[src/rtl/alu_exec_unit.sv]
// ============================================================================
//  Module      : alu_exec_unit
//  Description : Execute stage with single-cycle logic/arith ops and an
//                iterative shift-add multiplier, valid/ready on both sides.
//  Revision    : 1.0 - initial release
// ============================================================================
`default_nettype none

module alu_exec_unit #(
    parameter int WIDTH = 32,
    parameter int AW    = 5
) (
    input  logic             clk,
    input  logic             rst_n,
    input  logic             in_valid,
    output logic             in_ready,
    input  logic [3:0]       op,
    input  logic [WIDTH-1:0] src1,
    input  logic [WIDTH-1:0] src2,
    input  logic [AW-1:0]    destadd_in,
    output logic             out_valid,
    input  logic             out_ready,
    output logic [WIDTH-1:0] ALUout,
    output logic [AW-1:0]    destadd,
    output logic             zero,
    output logic             illegal_op
);

    localparam int SHW = $clog2(WIDTH);

    localparam logic [3:0] C_OP_ADD  = 4'd0;
    localparam logic [3:0] C_OP_SUB  = 4'd1;
    localparam logic [3:0] C_OP_AND  = 4'd2;
    localparam logic [3:0] C_OP_OR   = 4'd3;
    localparam logic [3:0] C_OP_XOR  = 4'd4;
    localparam logic [3:0] C_OP_SLT  = 4'd5;
    localparam logic [3:0] C_OP_SLTU = 4'd6;
    localparam logic [3:0] C_OP_SLL  = 4'd7;
    localparam logic [3:0] C_OP_SRL  = 4'd8;
    localparam logic [3:0] C_OP_SRA  = 4'd9;
    localparam logic [3:0] C_OP_MUL  = 4'd10;

    localparam logic [SHW-1:0] C_CNT_LAST = SHW'(WIDTH - 1);

    typedef enum logic [1:0] {
        S_IDLE = 2'd0,
        S_MUL  = 2'd1,
        S_DONE = 2'd2
    } state_t;

    state_t           r_state;
    logic [WIDTH-1:0] r_mcand;
    logic [WIDTH-1:0] r_mplier;
    logic [WIDTH-1:0] r_acc;
    logic [SHW-1:0]   r_cnt;

    logic             r_out_valid;
    logic [WIDTH-1:0] r_alu_out;
    logic [AW-1:0]    r_destadd;
    logic             r_zero;
    logic             r_illegal;

    logic             w_accept;
    logic [WIDTH-1:0] w_result;
    logic             w_illegal;
    logic [SHW-1:0]   w_shamt;
    logic [WIDTH-1:0] w_acc_next;

    assign in_ready   = (r_state == S_IDLE) | ((r_state == S_DONE) & out_ready);
    assign w_accept   = in_valid & in_ready;
    assign w_shamt    = src2[SHW-1:0];
    assign w_acc_next = r_mplier[0] ? (r_acc + r_mcand) : r_acc;

    always_comb begin
        w_result  = '0;
        w_illegal = 1'b0;
        case (op)
            C_OP_ADD:  w_result = src1 + src2;
            C_OP_SUB:  w_result = src1 - src2;
            C_OP_AND:  w_result = src1 & src2;
            C_OP_OR:   w_result = src1 | src2;
            C_OP_XOR:  w_result = src1 ^ src2;
            C_OP_SLT:  w_result = {{(WIDTH-1){1'b0}}, ($signed(src1) < $signed(src2))};
            C_OP_SLTU: w_result = {{(WIDTH-1){1'b0}}, (src1 < src2)};
            C_OP_SLL:  w_result = src1 << w_shamt;
            C_OP_SRL:  w_result = src1 >> w_shamt;
            C_OP_SRA:  w_result = $signed(src1) >>> w_shamt;
            C_OP_MUL:  w_result = '0;
            default:   w_illegal = 1'b1;
        endcase
    end

    // Acceptance can occur from IDLE or from DONE when the held result is consumed.
    always_ff @(posedge clk or negedge rst_n) begin
        if (!rst_n) begin
            r_state     <= S_IDLE;
            r_mcand     <= '0;
            r_mplier    <= '0;
            r_acc       <= '0;
            r_cnt       <= '0;
            r_out_valid <= 1'b0;
            r_alu_out   <= '0;
            r_destadd   <= '0;
            r_zero      <= 1'b0;
            r_illegal   <= 1'b0;
        end else if (w_accept) begin
            r_destadd <= destadd_in;
            if (op == C_OP_MUL) begin
                r_mcand     <= src1;
                r_mplier    <= src2;
                r_acc       <= '0;
                r_cnt       <= '0;
                r_out_valid <= 1'b0;
                r_state     <= S_MUL;
            end else begin
                r_alu_out   <= w_result;
                r_zero      <= (w_result == '0);
                r_illegal   <= w_illegal;
                r_out_valid <= 1'b1;
                r_state     <= S_DONE;
            end
        end else begin
            case (r_state)
                S_IDLE: begin
                end
                S_MUL: begin
                    r_acc    <= w_acc_next;
                    r_mcand  <= r_mcand << 1;
                    r_mplier <= r_mplier >> 1;
                    r_cnt    <= r_cnt + SHW'(1);
                    if (r_cnt == C_CNT_LAST) begin
                        r_alu_out   <= w_acc_next;
                        r_zero      <= (w_acc_next == '0);
                        r_illegal   <= 1'b0;
                        r_out_valid <= 1'b1;
                        r_state     <= S_DONE;
                    end
                end
                S_DONE: begin
                    if (out_ready) begin
                        r_out_valid <= 1'b0;
                        r_state     <= S_IDLE;
                    end
                end
                default: r_state <= S_IDLE;
            endcase
        end
    end

    assign out_valid  = r_out_valid;
    assign ALUout     = r_alu_out;
    assign destadd    = r_destadd;
    assign zero       = r_zero;
    assign illegal_op = r_illegal;

endmodule

`default_nettype wire
[config.mk]
export PLATFORM = sky130hd
export DESIGN_NAME = alu_exec_unit
export DESIGN_NICKNAME = d
export VERILOG_FILES = /design/src/rtl/alu_exec_unit.sv
export SDC_FILE = /design/constraint.sdc
export NUM_CORES = 1
export LEC_CHECK = 0
export BUFFER_PORTS_ARGS = -buffer_cell sky130_fd_sc_hd__buf_2
export CAP_MARGIN = 5
export CORE_ASPECT_RATIO = 1.1
export CORE_MARGIN = 5
export CORE_UTILIZATION = 28
export CTS_BUF_LIST = sky130_fd_sc_hd__clkbuf_2 sky130_fd_sc_hd__clkbuf_4 sky130_fd_sc_hd__clkbuf_8
export CTS_CLUSTER_SIZE = 28
export DETAILED_ROUTE_END_ITERATION = 16
export GPL_TIMING_DRIVEN = 0
export SYNTH_ARGS = -nofsm -noshare
export SYNTH_HDL_FRONTEND = slang
export SYNTH_SLANG_ARGS = --single-unit
[constraint.sdc]
create_clock -name clk -period 7.71 [get_ports clk]
set_clock_uncertainty 0.2 [all_clocks]
set_input_delay 0.771 -clock clk [delete_from_list [all_inputs] [get_ports clk]]
set_output_delay 0.771 -clock clk [all_outputs]
set_load 0.05 [all_outputs]
Word level (Yosys, flattened, before mapping). Cells that the tools add are included.

Register bits: 143. Latch bits: 0. Memory bits (writable): 0. Memory bits (read-only): 0. Input port bits: 77. Output and inout port bits: 41. Logic and storage cells: 92. Memories kept: 0.

Add/sub/neg operators: 4. Multiply operators: 0. Div/mod/pow operators: 0. Order comparisons: 2. Equality and inequality tests: 18. Shifts and indexed selects: 3. Multiplexer cells: 37. Bitwise logic cells: 6. Reductions and logical operators: 12.

Operator list (count): $mux W32 (14); $pmux W32 S10 (1); $add A32 B32 Y32 (2); $logic_not A32 Y1 (2); $lt A32 B32 Y1 (2); $and A32 B32 Y32 (1); $or A32 B32 Y32 (1); $shl A32 B5 Y32 (1); $shr A32 B5 Y32 (1); $sshr A32 B5 Y32 (1); $sub A32 B32 Y32 (1); $xor A32 B32 Y32 (1); $eq A4 B3 Y1 const B (4); $mux W5 (3); $mux W1 (13); $eq A4 B4 Y1 const B (3); $reduce_or A10 Y1 (1); $reduce_and A3 Y1 (3); $eq A4 B2 Y1 const B (2); $mux W2 (4); $ne A3 B3 Y1 const B (2); $pmux W2 S3 (1); $add A5 B1 Y5 const B (1); $eq A5 B5 Y1 const B (1); 13 further kinds (16).

Depth between registers and ports, before layout. Gate-level depths: netlist (run 1).

Depth in word-level cells: 6. Depth in mapped cells: 18. Depth with buffers taken out: 16.

Least setup slack after synthesis (run 1). Ideal clock, no wire load.

Path kind: in2reg. From: input src2[2]. To: register r_zero, in the netlist zero. Library setup time: 0.080 ns. Arrival time: 4.673 ns. Required time: 7.430 ns. Setup slack: 2.757 ns. Stages on the path: 18. Buffers on the path: 4. Cells stage by stage: buf_2 -> inv_2 -> buf_1 -> buf_1 -> ha_1 -> clkbuf_1 -> nand2b_1 -> a2111oi_1 -> o311ai_0 -> and3_1 -> o211ai_1 -> a2111oi_0 -> a311o_1 -> nor4_1 -> nand4_1 -> nor4_1 -> nand2_1 -> o211ai_2.

Cells in the longest elaborated chain, start to end: 5. Elaborated cells on any way between the ends: 14. Those cells by class: add/sub (2); order compare (2); shift (3); mux (3); bitwise (3); reduce/logical (1).

RTL lines: start: declaration (line 19) `input logic [WIDTH-1:0] src2,`; $sub A32 B32 Y32 (tied with other cells) (line 79) `C_OP_SUB: w_result = src1 - src2;`; $pmux W32 S10 (*) (line 77) `case (op)`; $logic_not A32 Y1 (*) (line 117) `r_zero <= (w_result == '0);`; $mux W1 (*) (line 108) `if (op == C_OP_MUL) begin`; $mux W1 (*) (line 106) `end else if (w_accept) begin`; end signal: assignment (line 117); end signal: assignment (line 133) `r_zero <= (w_acc_next == '0);`; end: declaration (line 60) `logic r_zero;`.

Mark *: on every way between the ends. The rest lies on a longest branch, timed or not. The select of a mux whose other input is x is not followed. A chain may end at the register's enable or synchronous reset.

Worst setup path after layout (run 1). Ends and elaborated chain as after synthesis.

==> metrics, run 1 <==
outcome complete, no violations; Ports 118; Worst Tran Pin Value 1358 ps; max_slew headroom 8.240%; Pwr Total 4.819 mW; Port Buf Inserts 116; Core Box Area 62220 um2; Synth top area share 20.45%; register area share after synthesis 20.45%; GRT Util Overall 27.36%; CP max FO 11; DP Wirelength 74.94 mm; layout cells sized above 1 11.09%; Tmin final 7526 ps; Root Buffer clkbuf_8; EDFF count, synth 0; clk buf depth 2; Setup Buffers After CTS 0; Num CTS Buffers 17; Routed Antenna Nets 0; global route overflow 0; Hold Path Class input pin to register; critical path class input pin to register; H-tree depth 4; Mapped Nets 2462; Worst-Skew Late Latency 600 ps; hold slack 158.6 ps; CP startpoint kind input pin; P per Cell Area 246.2 nW/um2; Hold Path Origin destadd_in[0]; RSZ-0062 raised after global routing false; Post-Synthesis Cells 2249; area leader, netlist dfrtp_1; die width 248.4 um; Slew Limit Fails 0; CTS Sinks 143; initial antenna violation count 5; DR vias 19380; syn_area_per_cell 7.782 um2; Setup crit start src2[2]; synthesized cell area 17500 um2; final hold vios 0; period utilization 97.61%; Syn-to-layout area delta 11.83%; fin nets 2600; CP Capture Type register; Yosys warnings 0; final setup vio count 0; Cell variety after synth 90; WP data arrival 7840 ps; Detailed Routing Iterations Pass 1 7; Detailed Route Iter0 Violations 2572; drt wl/cell 29.11 um; first-pass GRT wire length 135.8 mm; fraction of registers with async set or reset after synthesis 100.0%; Max rail drop VDD 0.0002391 V; #FFs+latches synth 143; via/cell ratio 5.989; CTS tree built; Die Ht 272.2 um; Die ar. 67610 um2; Worst R2R Start r_state[1]; gpl congestion 1.036; Clk pin slew, worst setup/hold paths 110 ps; largest net degree at the start of global routing 76; Routed Wire Length 94.16 mm; WP data required 8020 ps; Max-Cap Viols 0; row count 96; top post-synthesis cells by area dfrtp_1, ha_1, mux2i_1; f_max 132.9 MHz; vias in the first global route 19110; Synth Flop Type dfrtp_1; Pleak 8.451 nW; drc violations 0; Initial Util 28.13%
stage by stage:
stage	instance area [um2]	utilization [%]	setup WS, ps	instances	setup TNS (ps)
after global placement	19120	30.74	-659.0	3198	-659.0
after detailed placement	19180	30.82	-415.3	3200	-415.3
after global routing	19570	31.45	210.0	3233	0
final	19570	31.46	184.0	3235	0
after floorplan	17500	-	2757	2249	0
after CTS	19560	31.44	202.2	3232	0
critical path, stage by stage:
cell	delay, ps
buf_2	120
buf_2	200
inv_2	210
buf_1	550
buf_1	880
ha_1	390
clkbuf_1	200
nand2b_1	230
a2111oi_1	780
o311ai_0	460
and3_1	370
mux2i_1	140
a211oi_1	780
nand4_1	200
nor4_1	650
nand4_1	270
nor4_1	390
nand2_1	140
o211ai_2	80
power breakdown:
| part | internal [mW] | leakage (nW) | switching, mW |
|---|---|---|---|
| sequential | 1.06 | 1.82 | 0.266 |
| clock | 0.269 | 0.197 | 0.384 |
| combinational | 0.959 | 6.44 | 1.88 |
| total | 2.29 | 8.45 | 2.53 |
cells by family after synthesis:
group / count (synthesis) / share of synthesized area, %
buffers and inverters: 267 / 6.077
and+or+nand+nor: 752 / 19.70
DFF: 143 / 20.45
adders and majority gates: 136 / 9.851
muxes: 202 / 15.48
AOI/OAI and AO/OA: 707 / 26.34
xor gates and xnor gates: 42 / 2.102
worst paths after layout:
path                                    end  slack (ps)  cells past startpoint
worst min register to register    ALUout[6]         270                      2
worst max register to register         zero        3320                     12
min in group asynchronous       r_mcand[27]         560                      2
worst min-delay path             destadd[0]         160                      3
max in group asynchronous         ALUout[9]        5940                      3
worst max-delay path                   zero         180                     19
layout make-up:
class,count,area (um2)
sequential,143,3578
clock buffer,18,247.7
multi-input combinational,1839,12870
antenna,3,7.507
buffer,161,666.9
timing repair buffer,119,635.6
tap,833,1042
clock inverter,13,130.1
inverter,106,397.9
fill,6806,42650
cell usage in the layout, fill, tap and decap left out, types with 12 or more instances in the layout:
| cell type | netlist | routed |
|---|---|---|
| a31oi_1 | 31 | 31 |
| nand2b_1 | 15 | 15 |
| inv_1 | 102 | 102 |
| a21oi_1 | 151 | 151 |
| dfrtp_1 | 143 | 143 |
| nand3_1 | 57 | 57 |
| clkbuf_8 | 0 | 18 |
| nand4_1 | 22 | 22 |
| o221ai_1 | 14 | 14 |
| a211oi_1 | 35 | 35 |
| mux2_2 | 19 | 19 |
| or3_1 | 16 | 16 |
| buf_2 | 10 | 125 |
| a22oi_1 | 15 | 15 |
| clkbuf_1 | 124 | 123 |
| mux2i_1 | 127 | 127 |
| a2111oi_0 | 12 | 12 |
| nand2_1 | 306 | 306 |
| nor3_1 | 42 | 42 |
| nor2b_1 | 20 | 20 |
| mux4_2 | 50 | 50 |
| xnor2_1 | 27 | 27 |
| a221oi_1 | 12 | 12 |
| ha_1 | 133 | 133 |
| o22ai_1 | 55 | 55 |
| buf_1 | 20 | 20 |
| o211ai_1 | 23 | 23 |
| o21bai_1 | 15 | 15 |
| nor4_1 | 21 | 20 |
| nor2_1 | 176 | 176 |
| xor2_1 | 15 | 15 |
| a21o_1 | 27 | 27 |
| and3_1 | 20 | 20 |
| o21ai_0 | 174 | 174 |
timing repair:
action | in CTS | in global routing
endpoints found under the setup margin | 0 | 1
resized for setup | 0 | 3
endpoints found under the hold margin | 42 | 0
hold buffers | 1 | 0
per-layer routing:
| layer | GRT usage, % | routed length, um |
|---|---|---|
| met5 | 0 | 0 |
| met4 | 13.91 | 5693 |
| met3 | 6.143 | 8304 |
| met2 | 41.99 | 41350 |
| met1 | 36.06 | 38810 |
synthesized netlist by cell type, drive strengths merged (13+ instances only):
library cell,count
o21ai,181
or3,16
nor4,21
mux2,23
nand2,306
nor2,176
a21oi,151
and3,20
buf,37
a31oi,32
o22ai,55
ha,133
a22oi,15
xor2,15
o221ai,14
nand4,22
o21bai,15
xnor2,27
mux4,52
dfrtp,143
nand2b,15
mux2i,127
a21o,27
nor2b,20
clkbuf,124
inv,104
a211oi,36
o211ai,24
nand3,57
nor3,42
a2111oi,13
registers in the layout, summed over array words and instances, names as in the netlist:
signal	flops
ALUout	32
illegal_op	1
r_acc	32
r_mplier	32
r_mcand	32
r_cnt	5
r_state	2
zero	1
destadd	5
out_valid	1
No activity file was read; power rests on OpenSTA's default activity.
==> run 2: changes to the inputs <==
--- a/config.mk
+++ b/config.mk
@@ -5,11 +5,11 @@
 export SDC_FILE = /design/constraint.sdc
 export NUM_CORES = 1
 export LEC_CHECK = 0
-export BUFFER_PORTS_ARGS = -buffer_cell sky130_fd_sc_hd__buf_2
+export BUFFER_PORTS_ARGS = -buffer_cell sky130_fd_sc_hd__buf_4
 export CAP_MARGIN = 5
 export CORE_ASPECT_RATIO = 1.1
 export CORE_MARGIN = 5
-export CORE_UTILIZATION = 28
+export CORE_UTILIZATION = 30
 export CTS_BUF_LIST = sky130_fd_sc_hd__clkbuf_2 sky130_fd_sc_hd__clkbuf_4 sky130_fd_sc_hd__clkbuf_8
 export CTS_CLUSTER_SIZE = 28
 export DETAILED_ROUTE_END_ITERATION = 16
==> run 2 against run 1 <==
  * Register-to-register slack lost 110 ps
  * Utilization rose by 2.9 points
  * Sequential share of layout area fell by 0.20 points
  * Power is 2.7% higher
  * Design area rose by 1.1%
  * Largest cell class unchanged
  * Largest power group unchanged
==> metrics, run 2 (same netlist as run 1, synthesis figures left out) <==
largest stage delay on the critical path 860 ps (was 880 ps); fin nets 2600 (unchanged); post-route cell area 19790 um2 (was 19570 um2); DP Wirelength 80.27 mm (was 74.94 mm); first-pass GRT wire length 140.5 mm (was 135.8 mm); Int Power 2.384 mW (was 2.292 mW); DR vias 19690 (was 19380); Max-Cap Viols 0 (unchanged); RSZ-0062 raised after global routing false (unchanged); P per Cell Area 250.2 nW/um2 (was 246.2 nW/um2); WP data arrival 7780 ps (was 7840 ps); Die Ht 263.3 um (was 272.2 um); Num CTS Buffers 17 (unchanged); diodes inserted 0 (was 3); max_slew headroom 15.65% (was 8.240%); layout cells sized above 1 11.17% (was 11.09%); Worst Hold Depth 3 (unchanged); period utilization 97.20% (was 97.61%); Core Box Area 57560 um2 (was 62220 um2); Die ar. 63280 um2 (was 67610 um2); H-tree depth 4 (unchanged); hold slack 174.1 ps (was 158.6 ps); gpl congestion 0.9983 (was 1.036); Clk pin slew, worst setup/hold paths 90 ps (was 110 ps); drc violations 0 (unchanged); GRT Util Overall 30.52% (was 27.36%); critical path class input pin to register (unchanged); Port Buf Inserts 116 (unchanged); FILL cells 6197 (was 6806); Detailed Routing Iterations Pass 1 10 (was 7); critical-path cell list buf_4, inv_1, clkbuf_1, buf_1, clkbuf_2, ha_1, clkbuf_1, and3_1, a221o_1, a31o_2, a21boi_0, o22ai_1, a211oi_1, nand4_1, nor4_2, nand4_1, nor4_1, nand2_1, o211ai_2 (was buf_2, buf_2, inv_2, buf_1, buf_1, ha_1, clkbuf_1, nand2b_1, a2111oi_1, o311ai_0, and3_1, mux2i_1, a211oi_1, nand4_1, nor4_1, nand4_1, nor4_1, nand2_1, o211ai_2); Pleak 8.559 nW (was 8.451 nW); clk buf depth 2 (unchanged); total negative setup slack 0 ps (unchanged); CP max FO 11 (unchanged); CP Capture Type register (unchanged); Final Non-Filler Cells 3152 (was 3235); Root Buffer clkbuf_8 (unchanged); Layout Utilization 34.39% (was 31.46%); Setup Buffers After CTS 0 (unchanged); global route overflow 0 (unchanged); final hold vios 0 (unchanged); Detailed Route Iter0 Violations 2402 (was 2572); drt wl/cell 31.56 um (was 29.11 um); Syn-to-layout area delta 13.08% (was 11.83%); Pwr Total 4.952 mW (was 4.819 mW); sequential share of power 26.9% (was 27.6%); CP startpoint kind input pin (unchanged); commonest cells after routing, fill and taps aside nand2_1, nor2_1, o21ai_0, a21oi_1, dfrtp_1 (unchanged); WP data required 8000 ps (was 8020 ps); initial antenna violation count 2 (was 5); die width 240.3 um (was 248.4 um); f_max 133.4 MHz (was 132.9 MHz); Post-DP Area 19360 um2 (was 19180 um2); final setup vio count 0 (unchanged); Routed Antenna Nets 0 (unchanged); clock power share 14.1% (was 13.5%); most common cell after layout, fill and taps aside nand2_1 (unchanged); Worst-Skew Late Latency 600 ps (about the same); CTS Sinks 143 (unchanged); outcome complete, no violations (unchanged); Initial Util 30.41% (was 28.13%); Max rail drop VDD 0.0002221 V (was 0.0002391 V); dpl cells 3119 (was 3200); Hold Path Class input pin to register (unchanged); Tmin final 7494 ps (was 7526 ps); CP max stage cell a211oi_1 (was buf_1); row count 92 (was 96); dpl ws -810.3 ps (was -415.3 ps); final worst slack 215.9 ps (was 184.0 ps); vias in the first global route 19290 (was 19110); CTS tree built (unchanged); largest net degree at the start of global routing 93 (was 76); via/cell ratio 6.247 (was 5.989); Ports 118 (unchanged); Register-to-Register Path Depth 7 (was 12); Routed Wire Length 99.49 mm (was 94.16 mm); Worst Tran Pin Value 1248 ps (was 1358 ps); Slew Limit Fails 0 (unchanged); sw frac 51.86% (was 52.45%); Logic pwr share 59.0% (was 58.8%); NetSw 2.568 mW (was 2.528 mW)
==> run 2: area by class of cell <==
type | instances | area (um2) | share of cell area, %
Multi-Input combinational cell | 1839 | 12870 | 65.04
Sequential cell | 143 | 3578 | 18.08
Tap cell | 752 | 940.9 | 4.754
Timing Repair Buffer | 119 | 920.9 | 4.653
Buffer | 161 | 666.9 | 3.370
Inverter | 106 | 397.9 | 2.010
Clock buffer | 18 | 241.5 | 1.220
Clock inverter | 14 | 172.7 | 0.8724
==> run 2: final timing paths <==
check | from | endpoint | slack [ps]
worst max register to register | r_state[1] | r_mcand[31] | 3210
worst max-delay path | src2[3] | zero | 220
max in group asynchronous | rst_n | r_mcand[24] | 5960
min in group asynchronous | rst_n | r_mplier[10] | 470
worst min-delay path | destadd_in[0] | destadd[0] | 170
worst min register to register | destadd[2] | destadd[2] | 290
==> run 2: metal layers <==
metal	up-vias	routed length, um	track usage, %	part of all wire (%)
li1	8621	-	-	-
met1	9732	40290	38.90	40
met2	1072	46020	49.39	46
met3	262	7120	5.339	7.2
met4	2	6050	15.66	6.1
met5	-	7	0	0.0070
==> run 2: what timing repair did <==
action	in CTS	in global routing
pin swaps	0	0
setup endpoints to repair	1	1
resized for setup	1	1
endpoints found under the hold margin	51	0
hold buffers	1	0
==> run 2: worst max-delay path: cells and delay by family <==
| kind | cells | cell delay [ps] |
|---|---|---|
| compound gates | 6 | 2360 |
| fa+ha+maj | 1 | 320 |
| buf+inv | 6 | 2400 |
| simple gates | 6 | 1880 |
==> run 2: power groups by stage <==
stage / combinational [mW] / sequential, mW / clock [mW]
floorplan: 1.71 / 1.51 / 0
global placement: 2.84 / 1.32 / 0
detailed placement: 2.87 / 1.34 / 0
CTS: 2.88 / 1.32 / 0.714
global route: 3.16 / 1.37 / 0.739
finish: 2.92 / 1.33 / 0.697
